<file path="src/rtl/vga_pkg.sv">
// Shared constants and types for the VGA pixel-word FIFO.
package vga_pkg;

    localparam int unsigned WORD_W     = 32;
    localparam int unsigned DEPTH_DEF  = 64;
    localparam int unsigned LOW_WM_DEF = 16;
    localparam int unsigned UFL_CNT_W  = 16;

    typedef logic [WORD_W-1:0] word_t;

    // Word shown to the timing block when nothing is queued: all pixels lit.
    localparam word_t BLANK_WORD = 32'hFFFF_FFFF;

endpackage

</file>
<file path="src/rtl/vga_fifo_mem.sv">
// DEPTH x 32 pixel-word storage: synchronous write, asynchronous read.
module vga_fifo_mem
    import vga_pkg::*;
#(
    parameter int unsigned DEPTH = DEPTH_DEF,
    parameter int unsigned AW    = $clog2(DEPTH)
) (
    input  logic          clk,
    input  logic          wr_en,
    input  logic [AW-1:0] wr_addr,
    input  word_t         wr_data,
    input  logic [AW-1:0] rd_addr,
    output word_t         rd_data
);

    word_t mem [DEPTH];

    always_ff @(posedge clk) begin
        if (wr_en) begin
            mem[wr_addr] <= wr_data;
        end
    end

    assign rd_data = mem[rd_addr];

endmodule

</file>
<file path="src/rtl/vga_word_fifo.sv">
// Show-ahead pixel-word FIFO between the CPU and the VGA timing block.
// Optional VGA_FIFO_UFL_COUNT_EN adds a saturating underflow-pop counter (ufl_cnt).
module vga_word_fifo
    import vga_pkg::*;
#(
    parameter int unsigned DEPTH  = DEPTH_DEF,
    parameter int unsigned LOW_WM = LOW_WM_DEF
) (
    input  logic                      clk,
    input  logic                      rst,
    input  logic                      wr_en,
    input  logic [31:0]               wr_data,
    input  logic                      req,
    input  logic                      rstart,
    input  logic                      ufl_clr,
    output logic [31:0]               data2,
    output logic                      full,
    output logic                      empty,
    output logic [$clog2(DEPTH):0]    level,
    output logic                      low_irq,
    output logic                      underflow
`ifdef VGA_FIFO_UFL_COUNT_EN
    ,
    output logic [UFL_CNT_W-1:0]      ufl_cnt
`endif
);

    localparam int unsigned AW = $clog2(DEPTH);

    logic [AW-1:0] wr_ptr, rd_ptr;
    logic [AW-1:0] wr_ptr_nxt, rd_ptr_nxt;
    logic [AW:0]   level_nxt;
    logic          rstart_q;
    logic          rise_q;
    logic          flush_c;
    logic          pop_c;
    logic          push_c;
    logic          ufl_pop_c;
    word_t         rd_word;

    // Pointer/level next-state; a flush cycle swallows any push or pop.
    always_comb begin
        flush_c    = rise_q;
        ufl_pop_c  = req & empty;
        pop_c      = req & ~empty & ~flush_c;
        push_c     = wr_en & (~full | pop_c) & ~flush_c;
        wr_ptr_nxt = wr_ptr;
        rd_ptr_nxt = rd_ptr;
        level_nxt  = level;
        if (flush_c) begin
            wr_ptr_nxt = '0;
            rd_ptr_nxt = '0;
            level_nxt  = '0;
        end else begin
            if (push_c) begin
                wr_ptr_nxt = wr_ptr + AW'(1);
            end
            if (pop_c) begin
                rd_ptr_nxt = rd_ptr + AW'(1);
            end
            case ({push_c, pop_c})
                2'b10:   level_nxt = level + (AW+1)'(1);
                2'b01:   level_nxt = level - (AW+1)'(1);
                default: level_nxt = level;
            endcase
        end
    end

    always_ff @(posedge clk or posedge rst) begin
        if (rst) begin
            wr_ptr    <= '0;
            rd_ptr    <= '0;
            level     <= '0;
            empty     <= 1'b1;
            full      <= 1'b0;
            underflow <= 1'b0;
            low_irq   <= 1'b0;
            rstart_q  <= 1'b0;
            rise_q    <= 1'b0;
        end else begin
            wr_ptr    <= wr_ptr_nxt;
            rd_ptr    <= rd_ptr_nxt;
            level     <= level_nxt;
            empty     <= (level_nxt == '0);
            full      <= (level_nxt == (AW+1)'(DEPTH));
            underflow <= ufl_pop_c | (underflow & ~ufl_clr);
            low_irq   <= (level < (AW+1)'(LOW_WM));
            rstart_q  <= rstart;
            rise_q    <= rstart & ~rstart_q;
        end
    end

`ifdef VGA_FIFO_UFL_COUNT_EN
    // A clear in the same cycle as an underflow pop restarts the count at one.
    always_ff @(posedge clk or posedge rst) begin
        if (rst) begin
            ufl_cnt <= '0;
        end else if (ufl_clr) begin
            ufl_cnt <= ufl_pop_c ? UFL_CNT_W'(1) : '0;
        end else if (ufl_pop_c && (ufl_cnt != '1)) begin
            ufl_cnt <= ufl_cnt + UFL_CNT_W'(1);
        end
    end
`endif

    vga_fifo_mem #(
        .DEPTH (DEPTH),
        .AW    (AW)
    ) u_mem (
        .clk     (clk),
        .wr_en   (push_c),
        .wr_addr (wr_ptr),
        .wr_data (wr_data),
        .rd_addr (rd_ptr),
        .rd_data (rd_word)
    );

    assign data2 = empty ? BLANK_WORD : rd_word;

endmodule
</file>
<file path="config.mk">
export PLATFORM = sky130hd
export DESIGN_NAME = vga_word_fifo
export DESIGN_NICKNAME = d
export VERILOG_FILES = /design/src/rtl/vga_pkg.sv /design/src/rtl/vga_fifo_mem.sv /design/src/rtl/vga_word_fifo.sv
export SDC_FILE = /design/constraint.sdc
export NUM_CORES = 2
export LEC_CHECK = 0
export ABC_AREA = 1
export ABC_CLOCK_PERIOD_IN_PS = 4850
export CAP_MARGIN = 10
export CORE_MARGIN = 4
export CORE_UTILIZATION = 29
export CTS_CLUSTER_SIZE = 30
export DETAILED_ROUTE_END_ITERATION = 10
export PLACE_DENSITY = 0.51
export SLEW_MARGIN = 15
export SYNTH_ARGS = -nofsm -noshare
export SYNTH_HDL_FRONTEND = slang
export SYNTH_SLANG_ARGS = --single-unit
</file>
<file path="constraint.sdc">
create_clock -name clk -period 4.85 [get_ports clk]
set_clock_uncertainty 0.2 [all_clocks]
set_input_delay 0.485 -clock clk [delete_from_list [all_inputs] [get_ports clk]]
set_output_delay 0.485 -clock clk [all_outputs]
set_load 0.02 [all_outputs]
</file>
# --- After elaboration in Yosys (flattened, before gate mapping) ---
# Memories as Yosys holds them, arrays and structs flattened.
# Index checks and enable logic that the tools add are counted.
totals:
  input_bits: 38
  word_cells: 44
  ff_bits: 25
  mem_bits_ro: 0
  mem_count: 1
  out_inout_bits: 43
  mem_bits_rw: 2048
  latchBits: 0
op_classes:
  eq_ne: 3
  muxes: 9
  reduce_logical: 3
  multipliers: 0
  n_div: 0
  n_addsub: 4
  magnitude_cmp: 1
  shift: 0
  bitwise: 14
mem_list:
  columns: ["memory", "depth", "word_bits", "read_ports", "rd_clocked_by_memory_dff", "wr", "line_no", "rtl"]
  rows:
  - ["u_mem.mem", 64, 32, 1, 0, 1, "vga_fifo_mem.sv:16", "word_t mem [DEPTH];"]
ops:
  columns: ["op", "n"]
  rows:
  - ["two-way mux 32 bit", 1]
  - ["two-way mux 6 bit", 4]
  - ["case mux 7 bit (2 select lines)", 1]
  - ["adder 6 x 1 -> 6 bit, second input constant", 2]
  - ["adder 7 x 1 -> 7 bit, second input constant", 1]
  - ["AND 1 bit", 7]
  - ["equality test 7 bit, second input constant", 1]
  - ["logical NOT 7 bit", 1]
  - ["less-than comparator 7 x 5 -> 1 bit, second input constant", 1]
  - ["two-way mux 7 bit", 1]
  - ["subtractor 7 x 1 -> 7 bit, second input constant", 1]
  - ["inverter 1 bit", 5]
  - ["nonzero test 2 bit", 2]
  - ["equality test 2 x 1 -> 1 bit, second input constant", 1]
  - ["equality test 2 bit, second input constant", 1]
  - ["two-way mux 1 bit", 2]
  - ["bitwise OR 1 bit", 2]

# --- Depth between registers and ports, before layout ---
depth:
  depth_word: 10
  depth_mapped: 24
  depth_no_buf: 23

# --- By module ---
# Synthesis repeated with hierarchy kept, for this count alone.
unflattened:
  hier_cells: 6977
  hier_area_um2: 83787.9
modules_own_cells:
  columns: ["mod", "area_each_um2", "n_inst", "cells_each"]
  rows:
  - ["vga_fifo_mem", 82097.5, 1, 6737]
  - ["vga_word_fifo", 1690.4, 1, 240]

# --- Worst setup path after synthesis ---
# Ideal clock, no wire load.
synth_timing:
  path_type: "input-to-reg"
  start: "input port req"
  end: "memory u_mem.mem[47][0] (netlist name), enable pin"
  stages: 8
  path_slack_ns: -0.084
  n_path_buf: 0
  arrival_ns: 4.233
  cell_sequence: "inv_1 > nor2_1 > nand2_1 > nand2_1 > nand2_1 > nor2_2 > nand2_1 > nor4_1"
synth_via:
  elab_chain_cells: 7
synth_rtl:
  columns: ["element", "line_no", "rtl"]
  rows:
  - ["start, declared", "vga_word_fifo.sv:13", "input logic req,"]
  - ["AND 1 bit (2 in a row)", "vga_word_fifo.sv:45", "pop_c = req & ~empty & ~flush_c;"]
  - ["bitwise OR 1 bit", "vga_word_fifo.sv:46", "push_c = wr_en & (~full | pop_c) & ~flush_c;"]
  - ["AND 1 bit (2 in a row)", "vga_word_fifo.sv:46", null]
  - ["two-way mux 1 bit", "vga_fifo_mem.sv:19", "if (wr_en) begin"]
  - ["two-way mux 1 bit (not written as such)", "vga_fifo_mem.sv:20", "mem[wr_addr] <= wr_data;"]
  - ["end, declared", "vga_fifo_mem.sv:16", null]
# No other way between the ends.

# --- Final worst setup path ---
layout_timing:
  start: "register rd_ptr[2]"
  end: "output port data2[10]"
layout_via:
  elab_chain_cells: 2
layout_rtl:
  columns: ["element", "line_no", "rtl"]
  rows:
  - ["start, declared", "vga_word_fifo.sv:30", "logic [AW-1:0] wr_ptr, rd_ptr;"]
  - ["start signal, assigned", "vga_word_fifo.sv:82", "rd_ptr <= rd_ptr_nxt;"]
  - ["memory read (64 x 32 bit)", null, null]
  - ["two-way mux 32 bit", "vga_word_fifo.sv:118", "assign data2 = empty ? BLANK_WORD : rd_word;"]
  - ["end, declared", "vga_word_fifo.sv:16", "output logic [31:0] data2,"]
# No other way between the ends.

==> results.toml <==
[status]
outcome = "finished, final reports clean"

[synth]
async_flop_share = 0.0121
synthTopCellsByArea = "edfxtp_1 (74%), nand3_1 (12%), nand2_1 (10%), buf_2 (1.7%), dfrtp_1 (0.72%)"
synth_nets = 6991
synth_warnings = 0
synth_flop_cell = "edfxtp_1"
ys_seq_elements = 2073
syn_avg_cell_area_um2 = 12.0
yosys.area.top_type = "edfxtp_1"
ys_types = 31
yosysTopAreaCellShare = 0.736
synthCells = 6948
synth_edf_count = 2048
seq_area_frac_synth = 0.743
netlist_area_um2 = 83600

[cells_and_area]
drive_gt1_frac = 0.0949
final-seq-area_um2 = 62100
nFillCells = 28100
nNetsFinal = 7104
syn_to_final_growth_pct = 15.5
multi_input_area_um2 = 19500
fin_area_um2 = 96500

[setup_path]
crit_cells = 9
timing.rr.end = "empty$_DFF_PP1_"
crit_required_ns = 4.16
worstPathArrival_ns = 4.07
path_class = "flip-flop to output port"
crit_fanout = 59
crit_buf_inv = 3
crit_chain = "inv_12 > buf_4 > nand3_1 > nand3_1 > nand3_1 > nand2_1 > nand2_1 > nand3_1 > buf_12"
max_stage_delay_ns = 0.68
critPathLaunch = "rd_ptr[2]$_DFFE_PP0P_"
endpoint_kind = "output port"
worst_path_most_repeated_cell = "nand3_1"
slowest_stage = "dfrtp_4"
reg2reg_from = "flush_c$_DFF_PP0_"
r2r_slack_ns = 1.35
path_delay_family = "simple AND/OR/NAND/NOR gates"
rr_worst_depth = 20
crit_end = "data2[10]"
start_kind = "flip-flop"

[timing]
max_slew_margin = 0.367
whs_ns = 0.0528
tightestPinTransition_ns = 0.950
fin_tns_setup_ns = 0
layout_min_cycle_time_ns = 4.75
finalHoldViolations = 0
rsz0062_at_grt = "false"
fmax_mhz = 210
setup_violations = 0
drv_slew = 0
fin_crit_sh = 0.980

[power]
p_total_w = 0.0497
ir_drop_mv = 0.356
p_leak_nw = 33.3
p_per_area_nw_per_um2 = 515

[routing]
wl_per_cell_um = 24.1
drcViolationCount = 0
vias = 54800
vias_per_cell = 4.99
drt_first_iter_violations = 5502
firstDrtPassIters = 6
ant_nets = 0
routed_wirelength_um = 265000

[grt]
antenna_found_initial = 11
grt_pass1_wl_um = 378000
grt_overflow = 0
grt_pass1_vias = 51900
grt_usage = 0.173
grt_max_degree = 128

[placed_design]
place_area_um2 = 89800
gp_congestion = 0.832
io_buffers = 80
hpwl_um = 144000

[floorplan]
die_y_um = 545
io_pins = 81
coreArea_um2 = 286000
num_rows = 196
dieWidth_um = 545
initial_core_util = 0.292
dieArea_um2 = 297000

[clock_tree]
cts-htree-levels = 4
worstSkewPairLatency_ns = 0.85
clk_pin_slew_ns = 0.06
cts_tree = "done"
clock_sinks = 2073
cts_buffer_depth = 4
clock_tree.root_cell = "clkbuf_16"
cts_buffers = 209

[job]
cap_violations = 0

[worst_hold_path]
hp-class = "input port to flip-flop"
area by class of cell:
| type | instances | share of cell area |
|---|---|---|
| diodes | 6 | 0.000156 |
| clock buffers | 267 | 0.0578 |
| clock inverters | 109 | 0.00845 |
| inverters | 46 | 0.00253 |
| multi-input cells | 4374 | 0.202 |
| flip-flops and latches | 2073 | 0.644 |
| well taps | 3762 | 0.0488 |
| repair buffers | 356 | 0.0361 |
| repair inverters | 1 | 0.000117 |
cell usage after synthesis (all sizes together), types with 2 or more instances:
library cell  number
a21oi             17
buf              378
clkbuf            77
clkinv             2
dfrtp             24
edfxtp          2048
ha                 5
inv               44
nand2           2285
nand3           1942
nand4              4
nor2              85
nor3              10
nor4               2
o211ai             3
o21ai             12
o22ai              3
o31ai              2
xor2               2
report_power, final:
group          switching (W)  internal (W)
clock network        0.00681       0.00864
logic                 0.0101       0.00411
registers           0.000183        0.0199
metrics by stage:
stage                     utilization  std cells  setup slack (ns)
after global routing            0.338      11000            0.0485
final                           0.338      11000            0.0986
after floorplan                     -       6948              1.27
after global placement          0.314      10600             0.567
after detailed placement        0.314      10600             0.612
after CTS                       0.337      11000          0.000754
repair_timing:
action | 4_1_cts | 5_1_grt
setup endpoints to repair | 28 | 11
gates resized for setup | 6 | 4
hold buffers | 12 | 0
pin swaps | 1 | 0
setup buffers | 2 | 10
cloned | 0 | 1
endpoints found under the hold margin | 132 | 0
worst reg2reg max path: cells and delay by family (launching register included):
kind	cells	cell delay, ns
simple gates	12	1.05
fa+ha+maj	2	0.69
flops	1	0.59
buf+inv	4	0.57
xor+xnor	1	0.18
compound gates	1	0.17
worst min-delay path by stage:
stage                             from                           to  slack (ns)  cells after the start
floorplan           rstart_q$_DFF_PP0_            flush_c$_DFF_PP0_        0.18                      1
global placement    rstart_q$_DFF_PP0_            flush_c$_DFF_PP0_        0.19                      1
detailed placement  rstart_q$_DFF_PP0_            flush_c$_DFF_PP0_        0.19                      1
CTS                        wr_data[21]  u_mem.mem[22][21]$_DFFE_PP_        0.02                      1
global route               wr_data[30]  u_mem.mem[52][30]$_DFFE_PP_        0.04                      1
finish                     wr_data[30]  u_mem.mem[52][30]$_DFFE_PP_        0.05                      1
cell families (layout without fill, tap and decap cells):
kind of cell             Yosys count  after routing  share of synthesized area
AO/OA/AOI/OAI                     37             37                    0.00241
XOR/XNOR                           3              3                   0.000314
adder cells (fa/ha/maj)            5              5                   0.000748
buffers and inverters            501            779                     0.0294
flip-flops                      2073           2073                      0.743
other                              0              6                          0
AND/OR/NAND/NOR                 4329           4329                      0.224
sequential cells by signal, summed over array words and instances, names as in the netlist:
signal,count
wr_ptr,6
rd_ptr,6
u_mem.mem,2048
empty,1
level,7
low_irq,1
rstart_q,1
flush_c,1
underflow,1
full,1
per-layer routing:
metal | routed length [µm] | up-vias | global-route usage
met5 | 48 | - | 0
met4 | 11600 | 8 | 0.0709
met3 | 15300 | 464 | 0.0215
met2 | 128000 | 1885 | 0.290
met1 | 109000 | 27500 | 0.228
li1 | - | 25000 | -
placed cells by master (no fill, tap or decap), drive strengths merged, types with 6 or more instances in the layout:
| cell type | n |
|---|---|
| nand3 | 1942 |
| o21ai | 12 |
| bufinv | 10 |
| clkbuf | 267 |
| diode | 6 |
| nor2 | 85 |
| dlygate4sd3 | 12 |
| edfxtp | 2048 |
| nor3 | 10 |
| inv | 48 |
| clkinvlp | 8 |
| clkdlybuf4s50 | 22 |
| nand2 | 2285 |
| a21oi | 17 |
| dfrtp | 24 |
| clkinv | 90 |
| buf | 322 |
Note: power is estimated with default switching activity, not from simulation.
